**config.mk**
```make
export PLATFORM = sky130hd
export DESIGN_NAME = uart_cmd_ctrl
export DESIGN_NICKNAME = d
export VERILOG_FILES = /design/src/rtl/uart_cmd_pkg.sv /design/src/rtl/uart_byte_strobe.sv /design/src/rtl/uart_cmd_ctrl.sv
export SDC_FILE = /design/constraint.sdc
export NUM_CORES = 1
export LEC_CHECK = 0
export ABC_AREA = 0
export CAP_MARGIN = 40
export CORE_ASPECT_RATIO = 1.25
export CORE_MARGIN = 3
export CORE_UTILIZATION = 50
export DETAILED_ROUTE_END_ITERATION = 10
export PLACE_DENSITY_LB_ADDON = 0.1
export SLEW_MARGIN = 40
export SYNTH_ARGS = -nofsm -noshare
export SYNTH_HDL_FRONTEND = slang
export SYNTH_SLANG_ARGS = --single-unit
```
**constraint.sdc**
```tcl
create_clock -name clk_i -period 5 [get_ports clk_i]
set_input_delay 0.5 -clock clk_i [delete_from_list [all_inputs] [get_ports clk_i]]
set_output_delay 0.5 -clock clk_i [all_outputs]
set_load 0.05 [all_outputs]
```
**src/rtl/uart_cmd_pkg.sv**
```systemverilog
// Shared types for the UART command sequencer: FSM states, error codes, frame fields.
// No logic, no latency; a types-only package.
package uart_cmd_pkg;

    typedef enum logic [1:0] {
        S_IDLE = 2'd0,
        S_ADDR = 2'd1,
        S_DATA = 2'd2,
        S_CHK  = 2'd3
    } state_t;

    typedef enum logic [1:0] {
        ERR_NONE    = 2'd0,
        ERR_CHK     = 2'd1,
        ERR_ADDR    = 2'd2,
        ERR_TIMEOUT = 2'd3
    } err_code_t;

    localparam logic [7:0] HDR_BYTE_DEF = 8'hA5;

    typedef struct packed {
        logic [7:0] addr;
        logic [7:0] data;
    } frame_t;

    // Checksum is the 8-bit wrapping sum of address and data.
    function automatic logic [7:0] frame_sum(input frame_t f);
        return f.addr + f.data;
    endfunction

endpackage

```
**src/rtl/uart_byte_strobe.sv**
```systemverilog
// Rising-edge detector on a UART "byte ready" level; strobe is combinational in the edge cycle.
// No backpressure: a level held high yields a single strobe, and a low cycle re-arms it.
module uart_byte_strobe (
    input  logic       clk,
    input  logic       rst,
    input  logic [7:0] rx_data,
    input  logic       rx_ready,
    output logic       strobe,
    output logic [7:0] data
);

    logic rdy_q;

    // Resetting to 1 means a level already high at reset release is not an edge.
    always_ff @(posedge clk) begin
        if (rst) begin
            rdy_q <= 1'b1;
        end else begin
            rdy_q <= rx_ready;
        end
    end

    assign strobe = rx_ready & ~rdy_q;
    assign data   = rx_data;

endmodule

```
**src/rtl/uart_cmd_ctrl.sv**
```systemverilog
// Frame (hdr, addr, data, chk) to register-write sequencer; results registered one cycle after the last strobe.
// No backpressure; optional saturating error counter on err_cnt_o under UART_CMD_STATS_EN.
module uart_cmd_ctrl
    import uart_cmd_pkg::*;
#(
    parameter int         NUM_REGS    = 4,
    parameter int         TIMEOUT_CYC = 500000,
    parameter logic [7:0] HDR_BYTE    = HDR_BYTE_DEF
) (
    input  logic                        clk_i,
    input  logic                        rst_i,
    input  logic [7:0]                  rx_data_i,
    input  logic                        rx_ready_i,
    output logic [NUM_REGS*8-1:0]       regs_o,
    output logic                        reg_we_o,
    output logic [$clog2(NUM_REGS)-1:0] reg_addr_o,
    output logic                        cmd_ok_o,
    output logic                        cmd_err_o,
    output logic [1:0]                  err_code_o,
    output logic                        busy_o
`ifdef UART_CMD_STATS_EN
    ,
    output logic [7:0]                  err_cnt_o
`endif
);

    localparam int AW = $clog2(NUM_REGS);
    localparam int CW = $clog2(TIMEOUT_CYC + 1);

    logic                     strobe;
    logic [7:0]               rx_byte;
    state_t                   state, state_nxt;
    frame_t                   frame;
    logic [CW-1:0]            cnt, cnt_nxt;
    logic                     timeout, accept, reject;
    err_code_t                rej_code;
    logic [NUM_REGS-1:0][7:0] bank;
    logic [AW-1:0]            wr_idx;

    uart_byte_strobe u_strobe (
        .clk      (clk_i),
        .rst      (rst_i),
        .rx_data  (rx_data_i),
        .rx_ready (rx_ready_i),
        .strobe   (strobe),
        .data     (rx_byte)
    );

    always_ff @(posedge clk_i) begin
        if (rst_i) begin
            state <= S_IDLE;
        end else begin
            state <= state_nxt;
        end
    end

    assign cnt_nxt = cnt + CW'(1);
    assign wr_idx  = frame.addr[AW-1:0];

    always_comb begin
        state_nxt = state;
        timeout   = 1'b0;
        accept    = 1'b0;
        reject    = 1'b0;
        rej_code  = ERR_NONE;
        case (state)
            S_IDLE: if (strobe && rx_byte == HDR_BYTE) state_nxt = S_ADDR;
            S_ADDR: if (strobe) state_nxt = S_DATA;
            S_DATA: if (strobe) state_nxt = S_CHK;
            S_CHK: begin
                if (strobe) begin
                    state_nxt = S_IDLE;
                    if (rx_byte != frame_sum(frame)) begin
                        reject   = 1'b1;
                        rej_code = ERR_CHK;
                    end else if (int'(frame.addr) >= NUM_REGS) begin
                        reject   = 1'b1;
                        rej_code = ERR_ADDR;
                    end else begin
                        accept = 1'b1;
                    end
                end
            end
            default: state_nxt = S_IDLE;
        endcase
        // Error is registered on the same edge the counter reaches terminal count; a strobe wins.
        if (state != S_IDLE && !strobe && cnt_nxt == CW'(TIMEOUT_CYC - 1)) begin
            timeout   = 1'b1;
            state_nxt = S_IDLE;
            reject    = 1'b1;
            rej_code  = ERR_TIMEOUT;
        end
    end

    always_ff @(posedge clk_i) begin
        if (rst_i) begin
            cnt        <= '0;
            frame      <= '0;
            bank       <= '0;
            reg_we_o   <= 1'b0;
            reg_addr_o <= '0;
            cmd_ok_o   <= 1'b0;
            cmd_err_o  <= 1'b0;
            err_code_o <= ERR_NONE;
        end else begin
            reg_we_o  <= 1'b0;
            cmd_ok_o  <= 1'b0;
            cmd_err_o <= 1'b0;
            if (strobe || timeout) begin
                cnt <= '0;
            end else if (state != S_IDLE) begin
                cnt <= cnt_nxt;
            end
            if (strobe && state == S_ADDR) frame.addr <= rx_byte;
            if (strobe && state == S_DATA) frame.data <= rx_byte;
            if (accept) begin
                bank[wr_idx] <= frame.data;
                reg_we_o     <= 1'b1;
                cmd_ok_o     <= 1'b1;
                reg_addr_o   <= wr_idx;
            end
            if (reject) begin
                cmd_err_o  <= 1'b1;
                err_code_o <= rej_code;
            end
        end
    end

`ifdef UART_CMD_STATS_EN
    // Counter moves on the same edge that raises cmd_err_o so both are visible together.
    always_ff @(posedge clk_i) begin
        if (rst_i) begin
            err_cnt_o <= '0;
        end else if (reject && err_cnt_o != 8'hFF) begin
            err_cnt_o <= err_cnt_o + 8'd1;
        end
    end
`endif

    assign regs_o = bank;
    assign busy_o = (state != S_IDLE);

endmodule

```
==> out/metrics.csv <==
metric;value;unit
Core Region;0.007532;sq mm
final hold vios;0;
worst r2r src;frame[0];
CTS tree;built;
Worst EP arrival;3.46;ns
first-pass GRT wire length;17.41;mm
area leader, netlist;dfxtp_1;
asr flop ratio synth;0;
Global Route Usage Sum;0.2388;
Post-synth EDFFs;0;
Routed Antenna Nets;0;
dpl ws;1.633;ns
largest net degree at the start of global routing;58;
worst path buffer plus inverter count;0;
final period utilization;0.6482;
Setup crit end kind;flip-flop;
Crit Path Class;flip-flop to flip-flop;
static leakage;1.545;nW
CTS Buffer Depth;2;
area delta synth->final;18.74;%
H-Tree Depth;3;
Psw;0.2799;mW
hold buffer count at cts;0;
hold crit path type;flip-flop to flip-flop;
Cell Area, Synth;0.003966;sq mm
Ports;51;
row count;35;
RePlAce Congestion;0.9393;
combinational share of power;0.037;
post-cts sizing count;0;
highest clock rate;308.5;MHz
# diodes;0;
Top Family by Delay on Critical Path;simple AND/OR/NAND/NOR gates;
internal power;0.8592;mW
maximum vdd drop;0.0001785;V
commonest cells in the netlist;dfxtp_1 (76), a21oi_1 (60), nand3_1 (60);
setup_tns;0;ns
Max Cap Viol;0;
PD cells;241.9;mW/mm^2
top-count cell post-synth;dfxtp_1;
Worst Skew;0.01452;ns
synth unique cells;52;
synthesized flop and latch total;76;
nets@finish;548;
DP HPWL;7.394;mm
min-delay src;regs_o[5];
layout cells sized above 1;0.06439;
drt pass-1 iters;5;
register area;0.001521;sq mm
Filler Cell Count;677;
DRC viols;0;
Reg power frac;0.531;
average routed wire per standard cell;17.05;microns
crit path max fanout;34;
multi-input combinational cell area;0.002300;sq mm
Most used DFF post-synth;dfxtp_1;
Worst Path Required;5.22;ns
status;completed;
Worst-path clk slew;0.09;ns
Die Wd;85.66;microns
via count;3736;
antenna violations before repair;0;
RSZ-0062 raised after global routing;false;
Synth area leaders;dfxtp_1 (38%), a21oi_1 (7.6%), nand3_1 (7.6%);
Post-Syn Instances;485;
Switching Share;0.2457;
root buffer cell;clkbuf_8;
Post-Syn Area per Cell;8.178;sq um
final core utilization;0.6252;
Slew Limit Fails;0;
Design Area, Final;0.004710;sq mm
crit-path most repeated cell;xnor2_1;
Critical path origin;frame[0];
Starting Density;0.5266;
Seq/Total Area, Yosys;0.3836;
Via density;6.026;
clock sink total;76;
Post-Syn Nets;510;
worst path cell trace;ha_1 > fa_1 > xnor2_1 > xnor2_1 > nor4_1 > nand3_2 > o31ai_1 > a21oi_1;
Min Clock Period, post-route;3.241;ns
Worst-Margin Slew;0.8002;ns
later-pin clock latency in the skew report;0.35;ns
Clk network pwr share;0.431;
vias in the first global route;3537;
Synth top area share;0.3836;
Slew Limit Headroom;0.4633;
dpl cell area;0.004494;sq mm
final setup violation count;0;
CTS buffer count;9;
postcts setup bufs;0;
routed wire length;10.57;mm
die area;0.009044;sq mm
CP peak stage delay;0.62;ns
total gr overflow;0;
Fin Hold WS;0.4779;ns
Port Buffers;50;
slowest CP cell;nand3_2;
die height;105.6;microns
1st-iter DRT viols;289;
Ys Warns;0;
Critical Path Start Type;flip-flop;
Final Worst Setup Slack;1.759;ns
## cells in the final DEF, fill, tap and decap left out, types with 3 or more instances in the layout
| cell | count |
|---|---|
| xnor2_1 | 18 |
| ha_1 | 13 |
| o31a_1 | 4 |
| nor2_1 | 35 |
| o221ai_1 | 5 |
| nor4_1 | 10 |
| o21ai_0 | 41 |
| xor2_1 | 13 |
| nor2b_1 | 5 |
| and3_1 | 5 |
| inv_1 | 8 |
| a211oi_1 | 3 |
| a21oi_1 | 60 |
| clkdlybuf4s50_1 | 49 |
| o221a_2 | 5 |
| nand3_1 | 59 |
| buf_4 | 5 |
| nor3b_1 | 5 |
| nand2_1 | 33 |
| dfxtp_1 | 76 |
| inv_6 | 3 |
| nor3_1 | 8 |
| and4_1 | 3 |
| nand4_1 | 11 |
| clkbuf_8 | 9 |
## tightest hold or removal path, delay by kind of cell (launching register included)
| family | cells | cell delay, ns |
|---|---|---|
| flip-flops | 1 | 0.31 |
| AO/OA/AOI/OAI | 2 | 0.13 |
## kinds of logic (layout without fill, tap and decap cells)
| family | Yosys count | in the layout | share of synthesized area |
|---|---|---|---|
| AOI/OAI and AO/OA | 136 | 136 | 0.2133 |
| xor gates and xnor gates | 31 | 31 | 0.06845 |
| adders and majority gates | 14 | 14 | 0.04606 |
| buffers and inverters | 36 | 79 | 0.03912 |
| DFF | 76 | 76 | 0.3836 |
| muxes | 2 | 2 | 0.005048 |
| and+or+nand+nor | 190 | 190 | 0.2445 |
## per-layer routing
| metal | vias to the layer above | global-route usage | routed length (microns) |
|---|---|---|---|
| met3 | 12 | 0.03675 | 483 |
| li1 | 1840 | - | - |
| met1 | 1782 | 0.3042 | 4610 |
| met5 | - | 0 | 0 |
| met2 | 102 | 0.4111 | 5349 |
| met4 | 0 | 0.07240 | 131 |
## registers in the layout, summed over array words and instances (netlist names)
register / cells
err_code_o: 2
reg_addr_o: 2
cmd_err_o: 1
frame: 16
state: 2
regs_o: 32
cmd_ok_o: 1
cnt: 19
u_strobe.rdy_q: 1
## layout make-up
| class | instances | area share |
|---|---|---|
| Clock buffer | 9 | 0.02630 |
| Clock inverter | 7 | 0.01700 |
| Inverter | 8 | 0.006376 |
| Multi-Input combinational cell | 373 | 0.4883 |
| Sequential cell | 76 | 0.3231 |
| Tap cell | 92 | 0.02444 |
| Timing Repair Buffer | 55 | 0.1145 |
## power groups by stage
stage	registers, mW	clock network [mW]	logic, mW
global placement	0.619	0	0.0403
detailed placement	0.619	0	0.0408
global route	0.605	0.523	0.0461
CTS	0.605	0.499	0.0409
floorplan	0.619	0	0.0238
finish	0.605	0.491	0.0427
## per-stage QoR
stage	power (mW)	instances
3_5_place_dp	0.6603	603
4_1_cts	1.145	619
2_1_floorplan	0.6433	485
3_3_place_gp	0.6597	603
6_report	1.139	620
5_1_grt	1.175	620
## path summary, 6_finish.rpt
kind,depth (start not counted),end,slack [ns]
min,2,regs_o[5],0.48
max,8,reg_addr_o[0],1.76
min reg2reg,2,regs_o[5],0.48
max reg2reg,8,reg_addr_o[0],1.76
Note: power is estimated with default switching activity, not from simulation.
